**src/rtl/bip_control_mc_pkg.sv**
```systemverilog
// Shared encodings for the BIP control unit: opcodes, datapath selects, FSM states, control word.
package bip_pkg;

  localparam logic [31:0] OP_HLT  = 32'd0;
  localparam logic [31:0] OP_STO  = 32'd1;
  localparam logic [31:0] OP_LD   = 32'd2;
  localparam logic [31:0] OP_LDI  = 32'd3;
  localparam logic [31:0] OP_ADD  = 32'd4;
  localparam logic [31:0] OP_ADDI = 32'd5;
  localparam logic [31:0] OP_SUB  = 32'd6;
  localparam logic [31:0] OP_SUBI = 32'd7;

  localparam logic [1:0] SEL_A_MEM = 2'b00;
  localparam logic [1:0] SEL_A_IMM = 2'b01;
  localparam logic [1:0] SEL_A_ALU = 2'b10;
  localparam logic       SEL_B_MEM = 1'b0;
  localparam logic       SEL_B_IMM = 1'b1;
  localparam logic       ALU_ADD   = 1'b0;
  localparam logic       ALU_SUB   = 1'b1;

  typedef enum logic [1:0] {
    ST_FETCH,
    ST_EXEC,
    ST_LOAD_WAIT,
    ST_HALT
  } state_t;

  typedef struct packed {
    logic       wr_acc;
    logic       wr_ram;
    logic       rd_ram;
    logic       illegal;
    logic [1:0] sel_a;
    logic       sel_b;
    logic       op;
  } ctrl_t;

endpackage

```
**src/rtl/bip_control_mc_if.sv**
```systemverilog
// Decode bus: the FSM presents an opcode, the decoder returns the matching control word.
interface bip_control_mc_if #(
  parameter int NB_OPCODE = 5
);
  import bip_pkg::*;

  logic [NB_OPCODE-1:0] opcode;
  ctrl_t                ctrl;

  modport master (output opcode, input ctrl);
  modport slave  (input opcode, output ctrl);
endinterface

```
**src/rtl/bip_control_mc_decoder.sv**
```systemverilog
// Purely combinational opcode -> control word map; HLT yields an all-zero word.
module bip_decoder
  import bip_pkg::*;
(
  bip_control_mc_if.slave dec
);

  always_comb begin
    dec.ctrl = '0;
    case (32'(dec.opcode))
      OP_HLT: begin
      end
      OP_STO: dec.ctrl.wr_ram = 1'b1;
      OP_LD:  dec.ctrl.rd_ram = 1'b1;
      OP_LDI: begin
        dec.ctrl.wr_acc = 1'b1;
        dec.ctrl.sel_a  = SEL_A_IMM;
      end
      OP_ADD, OP_ADDI, OP_SUB, OP_SUBI: begin
        dec.ctrl.wr_acc = 1'b1;
        dec.ctrl.sel_a  = SEL_A_ALU;
        dec.ctrl.sel_b  = (32'(dec.opcode) == OP_ADDI || 32'(dec.opcode) == OP_SUBI) ? SEL_B_IMM : SEL_B_MEM;
        dec.ctrl.op     = (32'(dec.opcode) == OP_SUB  || 32'(dec.opcode) == OP_SUBI) ? ALU_SUB   : ALU_ADD;
      end
      default: dec.ctrl.illegal = 1'b1;
    endcase
  end

endmodule

```
**src/rtl/bip_control_mc.sv**
```systemverilog
// Multi-cycle BIP control unit: fetch/exec/load-wait/halt FSM with PC and IR.
// Optional 32-bit executed-instruction counter when BIP_CONTROL_MC_INSTR_CNT_EN is defined.
module bip_control_mc
  import bip_pkg::*;
#(
  parameter int NB_PC      = 11,
  parameter int NB_OPCODE  = 5,
  parameter int NB_OPERAND = 11,
  parameter int NB_DATA    = 16
) (
  input  logic                          i_clock,
  input  logic                          i_reset,
  input  logic                          i_enable,
  input  logic [NB_OPCODE+NB_OPERAND-1:0] i_instr,
  input  logic                          i_instr_valid,
  output logic [NB_PC-1:0]              o_pc,
  output logic                          o_instr_req,
  output logic [NB_DATA-1:0]            o_operand,
  output logic [1:0]                    o_sel_a,
  output logic                          o_sel_b,
  output logic                          o_op,
  output logic                          o_wr_acc,
  output logic                          o_wr_ram,
  output logic                          o_rd_ram,
  output logic                          o_halt,
  output logic                          o_illegal
`ifdef BIP_CONTROL_MC_INSTR_CNT_EN
  ,
  output logic [31:0]                   o_instr_count
`endif
);

  localparam int NB_INSTR = NB_OPCODE + NB_OPERAND;

  state_t              state;
  logic [NB_PC-1:0]    pc;
  logic [NB_INSTR-1:0] ir;
  ctrl_t               ctrl_q;
  logic                req_q;
  logic                halt_q;
  logic [31:0]         ir_op;

  bip_control_mc_if #(.NB_OPCODE(NB_OPCODE)) dec_if ();

  // Decode the incoming word so the strobes are registered on entry to EXEC.
  assign dec_if.opcode = i_instr[NB_INSTR-1 -: NB_OPCODE];
  assign ir_op         = 32'(ir[NB_INSTR-1 -: NB_OPCODE]);

  bip_decoder u_decoder (.dec(dec_if.slave));

`ifdef BIP_CONTROL_MC_INSTR_CNT_EN
  logic [31:0] instr_cnt;
  assign o_instr_count = instr_cnt;
`endif

  always_ff @(posedge i_clock) begin
    if (i_reset) begin
      state  <= ST_FETCH;
      pc     <= '0;
      ir     <= '0;
      ctrl_q <= '0;
      req_q  <= 1'b1;
      halt_q <= 1'b0;
`ifdef BIP_CONTROL_MC_INSTR_CNT_EN
      instr_cnt <= '0;
`endif
    end else if (i_enable) begin
      case (state)
        ST_FETCH: begin
          if (i_instr_valid) begin
            ir     <= i_instr;
            ctrl_q <= dec_if.ctrl;
            req_q  <= 1'b0;
            state  <= ST_EXEC;
          end
        end
        ST_EXEC: begin
`ifdef BIP_CONTROL_MC_INSTR_CNT_EN
          instr_cnt <= instr_cnt + 32'd1;
`endif
          ctrl_q <= '0;
          if (ir_op == OP_HLT) begin
            halt_q <= 1'b1;
            state  <= ST_HALT;
          end else begin
            pc <= pc + NB_PC'(1);
            if (ir_op == OP_LD) begin
              ctrl_q.wr_acc <= 1'b1;
              ctrl_q.sel_a  <= SEL_A_MEM;
              state         <= ST_LOAD_WAIT;
            end else begin
              req_q <= 1'b1;
              state <= ST_FETCH;
            end
          end
        end
        ST_LOAD_WAIT: begin
          ctrl_q <= '0;
          req_q  <= 1'b1;
          state  <= ST_FETCH;
        end
        default: begin
          ctrl_q <= '0;
          req_q  <= 1'b0;
        end
      endcase
    end
  end

  assign o_pc        = pc;
  assign o_operand   = NB_DATA'($signed(ir[NB_OPERAND-1:0]));
  assign o_instr_req = req_q & i_enable;
  assign o_wr_acc    = ctrl_q.wr_acc & i_enable;
  assign o_wr_ram    = ctrl_q.wr_ram & i_enable;
  assign o_rd_ram    = ctrl_q.rd_ram & i_enable;
  assign o_illegal   = ctrl_q.illegal & i_enable;
  assign o_sel_a     = ctrl_q.sel_a;
  assign o_sel_b     = ctrl_q.sel_b;
  assign o_op        = ctrl_q.op;
  assign o_halt      = halt_q;

endmodule

```
**config.mk**
```make
export PLATFORM = sky130hd
export DESIGN_NAME = bip_control_mc
export DESIGN_NICKNAME = d
export VERILOG_FILES = /design/src/rtl/bip_control_mc_pkg.sv /design/src/rtl/bip_control_mc_if.sv /design/src/rtl/bip_control_mc_decoder.sv /design/src/rtl/bip_control_mc.sv
export SDC_FILE = /design/constraint.sdc
export NUM_CORES = 1
export LEC_CHECK = 0
export BUFFER_PORTS_ARGS = -buffer_cell sky130_fd_sc_hd__buf_2
export CAP_MARGIN = 20
export CORE_UTILIZATION = 30
export CTS_CLUSTER_SIZE = 8
export DETAILED_ROUTE_END_ITERATION = 10
export GPL_TIMING_DRIVEN = 0
export PLACE_DENSITY = 0.59
export SETUP_SLACK_MARGIN = 0.15
export SYNTH_ARGS = -nofsm -noshare
export SYNTH_HDL_FRONTEND = slang
export SYNTH_HIERARCHICAL = 1
export SYNTH_SLANG_ARGS = --single-unit
```
**constraint.sdc**
```tcl
create_clock -name i_clock -period 1.9 [get_ports i_clock]
set_clock_uncertainty 0.1 [all_clocks]
set_input_delay 0.285 -clock i_clock [delete_from_list [all_inputs] [get_ports i_clock]]
set_output_delay 0.285 -clock i_clock [all_outputs]
set_load 0.03 [all_outputs]
```
==> results.sh <==
export IMPL_finalWorstPathRequiredPeriod_ns=1.821
export IMPL_cts_tree="done"
export IMPL_nets=311
export IMPL_swShare_pct=26.22
export IMPL_hold_end="ir[2]"
export IMPL_die_x_um=80.94
export IMPL_outcome="finished, final reports clean"
export IMPL_die_y_um=80.94
export IMPL_fin_area_um2=2431
export IMPL_clkTransAtPathRegs_ns=0.08
export IMPL_reg2reg_depth=6
export IMPL_p_comb_share_pct=15.8
export IMPL_power_switching_mw=0.4950
export IMPL_avgSynthCellArea_um2=8.458
export IMPL_initial_core_util_pct=31.39
export IMPL_reg2reg_to="o_pc[0]"
export IMPL_drt_pass1_iterations=5
export IMPL_multi_input_area_um2=905.9
export IMPL_h_tree_depth=2
export IMPL_dpl_cell_area_um2=2238
export IMPL_r2r_start="ir[11]"
export IMPL_n_antenna_cell=0
export IMPL_drc=0
export IMPL_drtAntennaViolNets=0
export IMPL_via_per_inst=4.710
export IMPL_cts_buffer_depth=2
export IMPL_power_frac_seq_pct=45.7
export IMPL_p_int_mw=1.393
export IMPL_first_global_vias=1537
export IMPL_yosys_register_bits=39
export IMPL_min_from="i_instr[2]"
export IMPL_min_path_type="in -> reg"
export IMPL_setup_viol=0
export IMPL_use_met2_pct=21.85
export IMPL_p_clk_share_pct=38.5
export IMPL_synth_net_count=246
export IMPL_fill_cells=646
export IMPL_holdBufCountCts=0
export IMPL_busiest_layer="met2"
export IMPL_cts_sinks=39
export IMPL_cp_required_ns=1.97
export IMPL_cp_arrival_ns=1.89
export IMPL_irDropWorstVdd_mv=0.3081
export IMPL_io_pins=57
export IMPL_grt_usage_pct=14.15
export IMPL_synthesis_area_um2=1869
export IMPL_cts_buffers=5
export IMPL_hpwl_um=3143
export IMPL_layout_setup_ws_ns=0.07888
export IMPL_grtUsageMet3_pct=4.719
export IMPL_core_area_um2=5956
export IMPL_fin_crit_sh_pct=95.85
export IMPL_use_met1_pct=18.76
export IMPL_io_buffers=55
export IMPL_power_density_nw_per_um2=776.4
export IMPL_syn_inst=221
export IMPL_worstSetupStartpointType="register"
export IMPL_crit_fanout=6
export IMPL_max_freq_mhz=549.1
export IMPL_hold_viol_final=0
export IMPL_r2r_slack_ns=0.08
export IMPL_ys_warn_count=6
export IMPL_place_congestion=0.7646
export IMPL_rows=28
export IMPL_clock_latency_ns=0.29
export IMPL_initialDrtViolationCount=108
export IMPL_antenna_found_initial=0
export IMPL_fin_cells=362
export IMPL_grt_first_pass_wirelength_um=7093
export IMPL_drive_gt1_share_pct=37.63
export IMPL_synth_distinct_cells=42
export IMPL_cp_end_kind="register"
export IMPL_place_inst=351
export IMPL_p_leak_nw=1.101
export IMPL_relSlewSlack_pct=62.18
export IMPL_rsz0062_at_grt="true"
export IMPL_grt_remaining_overflow=0
export IMPL_place_ws_ns=-0.1260
export IMPL_die_area_um2=6550
export IMPL_grt_max_degree=13
export IMPL_cap_violations=0
export IMPL_regArea_um2=784.5
export IMPL_post_drt_wl_per_cell_um=12.20
export IMPL_cts_root_buf="clkbuf_8"
export IMPL_p_total_mw=1.888
export IMPL_worst_slew_pin_slew_ns=0.5674
export IMPL_syn_to_final_growth_pct=30.05
export IMPL_fin_util_pct=40.82
export IMPL_drv_slew=0
export IMPL_hold_path_depth=3
export IMPL_vias=1705
export IMPL_drt_total_wl_um=4415
export IMPL_yosysSeqAreaShare_pct=41.77
export IMPL_critPathKind="reg -> reg"
==> through the flow <==
step	hold WS (ns)	setup TNS, ns
2_1_floorplan	0.3210	0
3_3_place_gp	0.3433	-0.6191
3_5_place_dp	0.3499	-0.7113
4_1_cts	0.1162	0
5_1_grt	0.1107	0
6_report	0.1235	0
==> worst max-delay path by stage <==
| stage | start | end | slack, ns | depth (start not counted) |
|---|---|---|---|---|
| 2_1_floorplan | ir[11] | state[1] | 0.15 | 5 |
| 3_3_place_gp | state[0] | req_q | -0.12 | 7 |
| 3_5_place_dp | state[0] | req_q | -0.13 | 7 |
| 4_1_cts | ir[11] | state[1] | 0.09 | 5 |
| 5_1_grt | ir[11] | o_pc[0] | 0.02 | 6 |
| 6_report | ir[11] | o_pc[0] | 0.08 | 6 |
==> layout make-up <==
class                           count  share of cell area (%)
Tap cell                           75                   3.860
Multi-Input combinational cell    145                   37.26
Timing Repair Buffer               58                   12.25
Sequential cell                    39                   32.27
Buffer                             30                   8.441
Clock inverter                      2                   1.441
Inverter                            7                   1.081
Clock buffer                        6                   3.397
==> power by group through the flow <==
stage	clock network, mW	logic [mW]	registers [mW]
3_5_place_dp	0	0.277	0.880
2_1_floorplan	0	0.192	0.881
5_1_grt	0.790	0.327	0.866
6_report	0.728	0.298	0.862
3_3_place_gp	0	0.275	0.879
4_1_cts	0.749	0.291	0.861
==> layer usage <==
| layer | up-vias | share of wire [%] |
|---|---|---|
| met2 | 40 | 45 |
| li1 | 870 | - |
| met1 | 791 | 50 |
| met4 | 0 | 0.52 |
| met3 | 4 | 4.8 |
| met5 | - | 0 |
==> logic make-up after synthesis <==
group                      after synthesis  share of synthesized area, %
buffers and inverters                   37                         11.45
adders and majority gates                5                         3.347
and+or+nand+nor                         86                         24.83
muxes                                    1                        0.5355
DFF                                     39                         41.77
xor gates and xnor gates                 5                         2.343
AOI/OAI and AO/OA                       48                         15.73
==> cells in the final DEF (no fill, tap or decap), types with 3 or more instances in the layout <==
cell and n:
a21oi_1 22, a22oi_1 7, and2_1 5, buf_2 55, buf_4 23, clkbuf_1 5
clkbuf_8 6, dfxtp_1 36, dfxtp_2 3, ha_1 3, inv_1 6, nand2_1 33
nor2_1 18, nor3_1 4, o21a_1 3, o21ai_0 6, or3_1 4, xor2_1 5
==> Yosys cell counts <==
library cell  number  area (um^2)
mux2i_1            1        10.01
o2111ai_1          2        17.52
ha_1               5        62.56
and2_1             5        31.28
o21a_1             3        22.52
and3_1             1        6.260
inv_1              7        26.28
nor4_2             1        12.51
nand2_1           33        123.9
nor2_2             1        6.260
nand4_1            2        12.51
nand2b_4           1        13.76
buf_4             18        135.1
nand3_1            3        15.01
or4b_1             1        10.01
a22oi_1            7        52.55
nor3b_2            1        12.51
nor3_1             4        20.02
nor2b_1            1        6.260
clkbuf_1          10        37.54
o211ai_2           1        12.51
xor2_1             5        43.79
nor2_8             1        20.02
o21ai_1            1        5.000
or3_1              4        25.02
a31oi_1            1        6.260
a221oi_1           1        8.760
dfxtp_1           39        780.8
or2_4              1        8.760
and4_1             3        26.28
or4_4              1        11.26
nand2b_1           1        6.260
o211ai_1           2        15.01
and4bb_1           1        12.51
o21ai_0            7        35.03
buf_1              1        3.750
and4b_1            1        10.01
a21oi_1           22        110.1
nor4_1             1        6.260
buf_6              1        11.26
nor2_1            18        67.56
o311ai_0           1        8.760
==> sequential cells by signal, summed over array words and instances, names as in the netlist <==
signal and flops:
ctrl_q 4, ir 16, o_halt 1, o_op 1, o_pc 11, o_sel_a 2, o_sel_b 1, req_q 1
state 2
==> critical path, cell delays in order (launching register included) <==
cell,delay [ns]
dfxtp_2,0.32
or4_4,0.53
buf_8,0.15
o211ai_1,0.25
buf_4,0.16
xor2_1,0.14
nor2_1,0.05
==> what timing repair did <==
| action | CTS | global route |
|---|---|---|
| setup endpoints to repair | 27 | 36 |
| buffers inserted | 2 | 1 |
| resized for setup | 8 | 17 |
| pin swaps | 0 | 3 |
| gates cloned | 0 | 0 |
(Power assumes the default switching activity.)
